$ cat src/rtl/mseq_pkg.sv
// Shared types and default widths for the micro sequencer.
// Optional looping is enabled by defining MSEQ_LOOP_EN.
package mseq_pkg;

  localparam int UADDR_W_DEF = 8;
  localparam int UWORD_W_DEF = 33;
  localparam int DADDR_W_DEF = 11;
  localparam int LOOP_W_DEF  = 8;

  typedef enum logic [1:0] {
    IDLE  = 2'd0,
    RUN   = 2'd1,
    DRAIN = 2'd2
  } mseq_state_t;

  // Microword field layout, MSB first: ALU[32:29] SH[28:27] KMx[26] M[25:24]
  // B[23:18] C[17:12] T[11:5] A[4:0]
  typedef struct packed {
    logic [3:0] alu;
    logic [1:0] sh;
    logic       kmx;
    logic [1:0] m;
    logic [5:0] b;
    logic [5:0] c;
    logic [6:0] t;
    logic [4:0] a;
  } uword_t;

endpackage

$ cat src/rtl/mseq_fifo2.sv
// Two-entry fall-through buffer with flush; when empty the incoming word is
// presented directly so a returning ROM word can be consumed in the same cycle.
module mseq_fifo2 #(
  parameter int W = 41
) (
  input  logic         clk,
  input  logic         reset,
  input  logic         flush,
  input  logic         push_valid,
  input  logic [W-1:0] push_data,
  output logic         head_valid,
  output logic [W-1:0] head_data,
  input  logic         head_ready,
  output logic [1:0]   count
);

  logic [W-1:0] mem [2];
  logic         rd_ptr;
  logic         wr_ptr;
  logic         empty;
  logic         store;
  logic         drop_head;

  always_comb begin
    empty      = (count == 2'd0);
    head_valid = !empty || push_valid;
    head_data  = '0;
    if (!empty) begin
      head_data = mem[rd_ptr];
    end else if (push_valid) begin
      head_data = push_data;
    end
    // An incoming word consumed straight through never occupies an entry.
    store     = push_valid && !(empty && head_ready);
    drop_head = head_valid && head_ready && !empty;
  end

  always_ff @(posedge clk) begin
    if (reset || flush) begin
      count  <= '0;
      rd_ptr <= 1'b0;
      wr_ptr <= 1'b0;
      if (reset) begin
        mem[0] <= '0;
        mem[1] <= '0;
      end
    end else begin
      if (store) begin
        mem[wr_ptr] <= push_data;
        wr_ptr      <= ~wr_ptr;
      end
      if (drop_head) begin
        rd_ptr <= ~rd_ptr;
      end
      count <= count + {1'b0, store} - {1'b0, drop_head};
    end
  end

endmodule

$ cat src/rtl/micro_sequencer.sv
// Micro-PC fetch controller feeding the decode stage through a 2-entry buffer.
// Define MSEQ_LOOP_EN to build the loop counter (loop_count extra passes).
module micro_sequencer
  import mseq_pkg::*;
#(
  parameter int UADDR_W = UADDR_W_DEF,
  parameter int UWORD_W = UWORD_W_DEF,
  parameter int DADDR_W = DADDR_W_DEF,
  parameter int LOOP_W  = LOOP_W_DEF
) (
  input  logic               clk,
  input  logic               reset,
  input  logic               start,
  input  logic [UADDR_W-1:0] start_addr,
  input  logic [UADDR_W-1:0] end_addr,
  input  logic [LOOP_W-1:0]  loop_count,
  input  logic [DADDR_W-1:0] data_address_in,
  input  logic               halt,
  input  logic               branch_req,
  input  logic [UADDR_W-1:0] branch_target,
  output logic [UADDR_W-1:0] rom_addr,
  output logic               rom_en,
  input  logic [UWORD_W-1:0] rom_data,
  output logic [UWORD_W-1:0] micro_instr_out,
  output logic [UADDR_W-1:0] uaddr_out,
  output logic [DADDR_W-1:0] data_address_out,
  output logic               instr_valid,
  input  logic               instr_ready,
  output logic               busy,
  output logic               done
);

  localparam int BUF_W = UWORD_W + UADDR_W;

  mseq_state_t        state;
  logic [UADDR_W-1:0] upc;
  logic [UADDR_W-1:0] end_reg;
  logic               ret_valid;
  logic [UADDR_W-1:0] ret_addr;
  logic [1:0]         fifo_count;
  logic [BUF_W-1:0]   head_data;
  logic               pop;
  logic               flush;
  logic [2:0]         occupancy;
  logic               fetch_ok;
  logic               drained;

`ifdef MSEQ_LOOP_EN
  logic [UADDR_W-1:0] start_reg;
  logic [LOOP_W-1:0]  loop_rem;
`else
  logic unused_loop;
  assign unused_loop = ^loop_count;
`endif

  mseq_fifo2 #(.W(BUF_W)) u_buf (
    .clk        (clk),
    .reset      (reset),
    .flush      (flush),
    .push_valid (ret_valid),
    .push_data  ({ret_addr, rom_data}),
    .head_valid (instr_valid),
    .head_data  (head_data),
    .head_ready (instr_ready),
    .count      (fifo_count)
  );

  assign {uaddr_out, micro_instr_out} = head_data;
  assign busy = (state != IDLE);

  // Words outstanding after this edge: buffered + returning + requested,
  // less the one leaving this cycle. Capped at 2 so the buffer never overflows.
  always_comb begin
    pop       = instr_valid && instr_ready;
    flush     = (state != IDLE) && (halt || branch_req);
    occupancy = {1'b0, fifo_count} + {2'b0, ret_valid} + {2'b0, rom_en} - {2'b0, pop};
    fetch_ok  = (occupancy < 3'd2);
    drained   = !rom_en && (occupancy == 3'd0);
  end

  always_ff @(posedge clk) begin
    if (reset) begin
      state            <= IDLE;
      upc              <= '0;
      end_reg          <= '0;
      data_address_out <= '0;
      rom_en           <= 1'b0;
      rom_addr         <= '0;
      ret_valid        <= 1'b0;
      ret_addr         <= '0;
      done             <= 1'b0;
`ifdef MSEQ_LOOP_EN
      start_reg        <= '0;
      loop_rem         <= '0;
`endif
    end else begin
      done      <= 1'b0;
      rom_en    <= 1'b0;
      ret_valid <= rom_en;
      ret_addr  <= rom_addr;
      unique case (state)
        IDLE: begin
          if (start) begin
            upc              <= start_addr;
            end_reg          <= end_addr;
            data_address_out <= data_address_in;
`ifdef MSEQ_LOOP_EN
            start_reg        <= start_addr;
            loop_rem         <= loop_count;
`endif
            state            <= RUN;
          end
        end
        RUN, DRAIN: begin
          if (halt) begin
            state     <= IDLE;
            done      <= 1'b1;
            ret_valid <= 1'b0;
          end else if (branch_req) begin
            upc       <= branch_target;
            state     <= RUN;
            ret_valid <= 1'b0;
          end else if (state == RUN) begin
            if (fetch_ok) begin
              rom_en   <= 1'b1;
              rom_addr <= upc;
              upc      <= upc + UADDR_W'(1);
              if (upc == end_reg) begin
`ifdef MSEQ_LOOP_EN
                if (loop_rem != '0) begin
                  upc      <= start_reg;
                  loop_rem <= loop_rem - LOOP_W'(1);
                end else begin
                  state <= DRAIN;
                end
`else
                state <= DRAIN;
`endif
              end
            end
          end else if (drained) begin
            done  <= 1'b1;
            state <= IDLE;
          end
        end
        default: state <= IDLE;
      endcase
    end
  end

endmodule

$ cat config.mk
export PLATFORM = sky130hd
export DESIGN_NAME = micro_sequencer
export DESIGN_NICKNAME = d
export VERILOG_FILES = /design/src/rtl/mseq_pkg.sv /design/src/rtl/mseq_fifo2.sv /design/src/rtl/micro_sequencer.sv
export SDC_FILE = /design/constraint.sdc
export NUM_CORES = 1
export LEC_CHECK = 0
export CAP_MARGIN = 20
export CORE_MARGIN = 4
export CORE_UTILIZATION = 50
export CTS_CLUSTER_DIAMETER = 150
export DETAILED_ROUTE_END_ITERATION = 10
export PLACE_DENSITY = 0.79
export SLEW_MARGIN = 0
export SYNTH_ARGS = -nofsm -noshare
export SYNTH_HDL_FRONTEND = slang
export SYNTH_HIERARCHICAL = 1
export SYNTH_SLANG_ARGS = --single-unit
$ cat constraint.sdc
create_clock -name clk -period 3.9 [get_ports clk]
set_input_delay 0.975 -clock clk [delete_from_list [all_inputs] [get_ports clk]]
set_output_delay 0.975 -clock clk [all_outputs]
set_load 0.02 [all_outputs]
Word level (Yosys, flattened, before mapping)
Memory sizes are Yosys's and may differ from the RTL's. A register that Yosys moved wholly into a read port is not among the register bits.
Index checks and enable logic that the tools add are counted.
{"block": "word_totals", "wordCells": 96, "inputBits": 82, "ramBits": 82, "reg_bits": 52, "latchBits": 0, "out_inout_bits": 64, "mem_count": 1, "mem_bits_ro": 0}
{"name": "u_buf.mem", "words": 2, "word_bits": 41, "read_ports": 1, "rd_ports_with_merged_regs": 1, "write_ports": 2, "line_no": "mseq_fifo2.sv:17", "text": "logic [W-1:0] mem [2];"}
{"block": "classes", "n_eq_ne": 10, "multipliers": 0, "order_cmp": 1, "bitwise_logic": 6, "n_mux": 35, "div": 0, "reduce_logical": 25, "shift": 0, "addsub": 6}
{"cell": "two-way mux 41 bit", "n": 3}
{"cell": "OR reduction 41 bit", "n": 1}
{"cell": "two-way mux 8 bit", "n": 5}
{"cell": "two-way mux 1 bit", "n": 18}
{"cell": "case mux 8 bit (2 select lines)", "n": 1}
{"cell": "!= test 5 bit, second input constant", "n": 3}
{"cell": "two-way mux 2 bit", "n": 7}
{"cell": "AND reduction 5 bit", "n": 2}
{"cell": "adder 8 x 1 -> 8 bit, second input constant", "n": 1}
{"cell": "== test 8 bit", "n": 1}
{"cell": "logical AND 1 bit", "n": 6}
{"cell": "!= test 3 bit, second input constant", "n": 2}
{"cell": "NOT 1 bit", "n": 6}
{"cell": "OR reduction 5 bit", "n": 1}
{"cell": "logical NOT 2 bit", "n": 2}
{"cell": "!= test 2 bit, second input constant", "n": 2}
{"cell": "case mux 2 bit (2 select lines)", "n": 1}
{"cell": "AND reduction 4 bit", "n": 1}
{"cell": "nonzero test 2 bit", "n": 2}
{"cell": "OR reduction 2 bit", "n": 2}
{"cell": "adder 2 x 1 -> 3 bit", "n": 1}
{"cell": "adder 3 x 1 -> 3 bit", "n": 1}
{"cell": "logical NOT 1 bit", "n": 3}
{"cell": "logical NOT 3 bit", "n": 1}
{"cell": "other kinds (8)", "n": 10}

Logic depth before layout (Yosys ltp)
{"block": "depth", "ltp_word": 12, "mapped_depth": 13, "depth_no_buf": 11}

Hierarchy
Netlist, hierarchy kept.
{"mod": "mseq_fifo2", "cells_each": 341, "instances": 1, "seq_area_each_um2": 2562.5, "area_each_um2": 4204.0}
{"mod": "micro_sequencer", "cells_each": 260, "instances": 1, "seq_area_each_um2": 960.9, "area_each_um2": 2230.9}

Worst setup path after synthesis
No wires, ideal clock.
{"block": "synth_timing", "path_kind": "input -> register", "from": "input branch_req", "to": "memory u_buf.mem[0][0] (enable)", "arrival_ns": 2.937, "required_ns": 3.500, "n_path_buf": 2, "slack_ns": 0.562, "setup_time_ns": 0.400, "path_stages": 7, "cell_sequence": "buf_2 > clkbuf_1 > nor2_1 > nor2_1 > nor2_1 > and4b_4 > or2_1"}
{"element": "from (decl)", "line_no": "micro_sequencer.sv:19", "text": "input logic branch_req,"}
{"element": "to (decl)", "line_no": "mseq_fifo2.sv:17"}

Worst setup path in the final report
{"block": "layout_timing", "from": "input instr_ready", "to": "register upc[7]"}
{"block": "layout_between", "elab_chain_len": 5}
{"element": "from (decl)", "line_no": "micro_sequencer.sv:28", "text": "input logic instr_ready,"}
{"element": "logical AND 1 bit", "line_no": "micro_sequencer.sv:74", "text": "pop = instr_valid && instr_ready;"}
{"element": "subtractor 3 x 1 -> 3 bit", "line_no": "micro_sequencer.sv:76", "text": "occupancy = {1'b0, fifo_count} + {2'b0, ret_valid} + {2'b0, rom_en} - {2'b0, pop};"}
{"element": "< comparator 3 x 2 -> 1 bit", "line_no": "micro_sequencer.sv:77", "text": "fetch_ok = (occupancy < 3'd2);"}
{"element": "!= test 3 bit (no source line)"}
{"element": "AND reduction 5 bit (no source line)"}
{"element": "to (signal assigned)", "line_no": "micro_sequencer.sv:104", "text": "upc <= start_addr;"}
{"element": "to (signal assigned)", "line_no": "micro_sequencer.sv:120", "text": "upc <= branch_target;"}
{"element": "to (signal assigned)", "line_no": "micro_sequencer.sv:127", "text": "upc <= upc + UADDR_W'(1);"}
{"element": "to (decl)", "line_no": "micro_sequencer.sv:36", "text": "logic [UADDR_W-1:0] upc;"}
Every way passes these cells.
A chain may end at the register's enable or synchronous reset.

==> flow_summary.yaml <==
outcome:
  outcome: "finished, final reports clean"
cells_and_area:
  final_net_count: 821
  most_flop_heavy_register: "u_buf/mem"
  largest_register_ff_count: 82
  area_growth_syn_to_layout_pct: 32.5
  biggestRegsByFlops: "u_buf/mem (82), data_address_out (11)"
  antenna_diode_count: 0
  final_layout_size_suffix_gt1_share_pct: 7.01
  count_of_placed_standard_cells_in_the_final_layout_fillers_left_out: 914
logic_synthesis:
  netlist_top_cells_count: "and2_1 (86), edfxtp_1 (82), mux2i_1 (55)"
  synth_enable_flop_cells: 82
  yosys_warnings: 6
  postSynthNetCount: 693
  synth_most_common_cell: "and2_1"
  postSynth.asyncResetShare_pct: 0
  instance_count_of_the_mapped_netlist: 601
  netlist.top_cell.by_area: "edfxtp_1"
  synth-seq-area-share_pct: 54.8
  synthTopCellsByArea: "edfxtp_1 (38%), dfxtp_1 (16%), mux2i_1 (8.6%)"
  synth_area_per_cell_sq_um: 10.7
  synth.distinct_cells: 50
  synth_top_cell_area_share_pct: 38.3
  ys_seq_elements: 135
  dominantRegCellSynth: "edfxtp_1"
  mappedNetlistArea_sq_mm: 0.00643
clock_tree:
  clkTransAtPathRegs_ns: 0.05
  clk_root_buffer_cell: "clkbuf_16"
  cts.sinks: 135
  tritoncts: "done"
  ctsResizeCount: 0
  post_cts_hold_buffer_count: 0
  cts-htree-levels: 4
  cts_inserted_buffers: 17
  postCtsSetupBuffers: 0
  clk_path_buf_depth: 2
  clock_network_latency_to_the_later_pin_of_the_worst_skew_pair_ns: 0.41
setup_path:
  timing.critical_path.arrival_ns: 3.71
  setup.worst_path.end: "upc[7]"
  critical_path.max_stage_delay_ns: 0.47
  required_worst_endpoint_ns: 4.23
  rrSetupSlack_ns: 0.69
  critical_path.reg2reg.endpoint: "upc[7]"
  critical-path-top-delay-family: "adder cells"
  crit_fanout: 15
  crit_path_top_delay_cell: "clkdlybuf4s50_1"
  path_common_cell: "fa_1"
  worst_r2r_path_depth: 12
  crit_buf_inv: 3
  critical_path.reg2reg.startpoint: "u_buf/count[1]"
  nature_of_the_critical_path_endpoint: "flop"
  cp_num_cells: 12
  timing.critical_path.cells: "clkdlybuf4s50_1 > and2_1 > ha_1 > inv_1 > fa_1 > fa_1 > xnor2_2 > nor3_1 > o31a_1 > buf_12 > a21bo_2 > a21oi_1"
  setup.worst_path.class: "in -> reg"
  crit_start: "instr_ready"
  crit_path_start_kind: "primary input"
placement:
  globalplace.congestion: 0.847
  numPlacedInstances: 882
  placement.io_buffers: 137
  dp_hpwl_um: 9590
floorplan:
  floorplan_core_area_sq_mm: 0.0126
  initial_core_util_pct: 51.0
  die_y_um: 121
  design.die.area_sq_mm: 0.0147
  num_io_pins: 146
  die_w_um: 121
  std_cell_rows: 41
global_route:
  grt_max_degree: 51
  grt-ovfl-total: 0
  globalRouteTotalUtil_pct: 20.3
  grt_first_pass_wirelength_um: 23600
  grt_pass1_vias: 4897
  grt_antenna_before_repair: 0
sta:
  finalHoldViolations: 0
  setup_viol: 0
  max_slew.worst_pin.slew_ns: 1.07
  setup_repair_after_global_routing_missed_its_margin: "false"
  finalCritPeriodShare_pct: 86.7
  max_slew_headroom_pct: 28.6
  finalMaxSlewViolations: 0
  post_route_clock_skew_ns: 0.00525
  max_freq_ghz: 0.296
  tns_ns: 0
  finalWorstPathRequiredPeriod_ns: 3.38
pwr:
  power.density_mw_per_mm2: 463
  total_power_mw: 3.95
  highest_ir_drop_seen_on_vdd_mv: 0.282
  power.leakage_nw: 3.05
worst_hold_path:
  hold_depth: 2
  worst_hold_path_type: "reg -> reg"
detailed_routing:
  postRouteAntennaNets: 0
  dr.pass1.iters: 5
  drt_first_iter_violations: 299
  drt_drc_violations_left: 0
  detail_route.vias_per_cell: 5.25
  dr_vias: 4802
  route.final.wire_length_um: 14500
  avgRoutedWirePerCell_um: 15.8
run:
  maxCapViolations: 0
## final cells by class
cell class                      count  area, sq um
Tap cell                          172          215
Timing Repair Buffer              150         1510
Multi-Input combinational cell    414         2670
Fill cell                        1005         4090
Clock buffer                       28          517
Clock inverter                      4         45.0
Sequential cell                   135         3520
Inverter                           11         41.3
## worst reg2reg max path, stage by stage (launching register included)
cell     delay, ns
dfxtp_1       0.41
or3_1         0.45
and2_1        0.18
ha_1          0.26
inv_1         0.04
fa_1          0.37
fa_1          0.41
xnor2_2       0.16
nor3_1        0.07
o31a_1        0.28
buf_12        0.16
a21bo_2       0.19
a21oi_1       0.15
## per-layer routing
layer	global-route usage [%]	vias to the layer above	part of all wire [%]
met1	24.0	2242	42
li1	-	2357	-
met2	34.1	177	48
met3	6.01	26	7.8
met5	0	-	0
met4	9.10	0	2.0
## through the flow
stage / utilization, % / hold WS, ns / instance area [sq um] / worst slack (ns)
after floorplan: - / 0.450 / 6430 / 0.562
after global placement: 63.1 / 0.443 / 7970 / 0.162
after detailed placement: 63.1 / 0.451 / 7970 / 0.0874
after CTS: 67.6 / 0.459 / 8530 / 0.527
after global routing: 67.6 / 0.478 / 8530 / 0.388
final: 67.6 / 0.456 / 8530 / 0.517
## logic make-up after synthesis
logic type,Yosys count,synth area share [%]
buffers and inverters,52,3.83
xor gates and xnor gates,16,2.29
DFF,135,54.8
muxes,55,8.56
and+or+nand+nor,241,20.4
adders and majority gates,10,2.18
AOI/OAI and AO/OA,92,8.01
## worst min path at each step
| stage | slack, ns | end | start |
|---|---|---|---|
| 3_5_place_dp | 0.45 | data_address_out[3] | data_address_out[3] |
| 5_1_grt | 0.48 | data_address_out[4] | data_address_out[4] |
| 2_1_floorplan | 0.45 | end_reg[0] | end_reg[0] |
| 4_1_cts | 0.46 | data_address_out[3] | data_address_out[3] |
| 3_3_place_gp | 0.44 | data_address_out[1] | data_address_out[1] |
| 6_report | 0.46 | data_address_out[3] | data_address_out[3] |
## layout by cell type, fill, tap and decap left out, types with 2 or more instances in the layout
| cell type | n |
|---|---|
| a211oi_1 | 4 |
| a21bo_2 | 2 |
| a21oi_1 | 25 |
| and2_1 | 86 |
| buf_12 | 4 |
| buf_4 | 9 |
| clkbuf_1 | 6 |
| clkbuf_16 | 17 |
| clkbuf_8 | 5 |
| clkdlybuf4s50_1 | 136 |
| clkinv_2 | 3 |
| dfxtp_1 | 52 |
| edfxtp_1 | 82 |
| fa_1 | 2 |
| ha_1 | 8 |
| inv_1 | 10 |
| mux2i_1 | 55 |
| nand2_1 | 47 |
| nand2b_1 | 7 |
| nand3_1 | 46 |
| nand4_1 | 3 |
| nor2_1 | 22 |
| nor2b_1 | 8 |
| nor3_1 | 5 |
| nor3b_1 | 2 |
| o211ai_1 | 4 |
| o21ai_0 | 49 |
| o31a_1 | 2 |
| or2_2 | 2 |
| xnor2_1 | 12 |
| xor2_1 | 3 |
## report_power, final
| part | switching (mW) | internal, mW | total [mW] |
|---|---|---|---|
| logic | 0.375 | 0.355 | 0.731 |
| registers | 0.103 | 1.61 | 1.71 |
| clock network | 0.543 | 0.959 | 1.50 |
| total | 1.02 | 2.93 | 3.95 |
(Power assumes the default switching activity.)
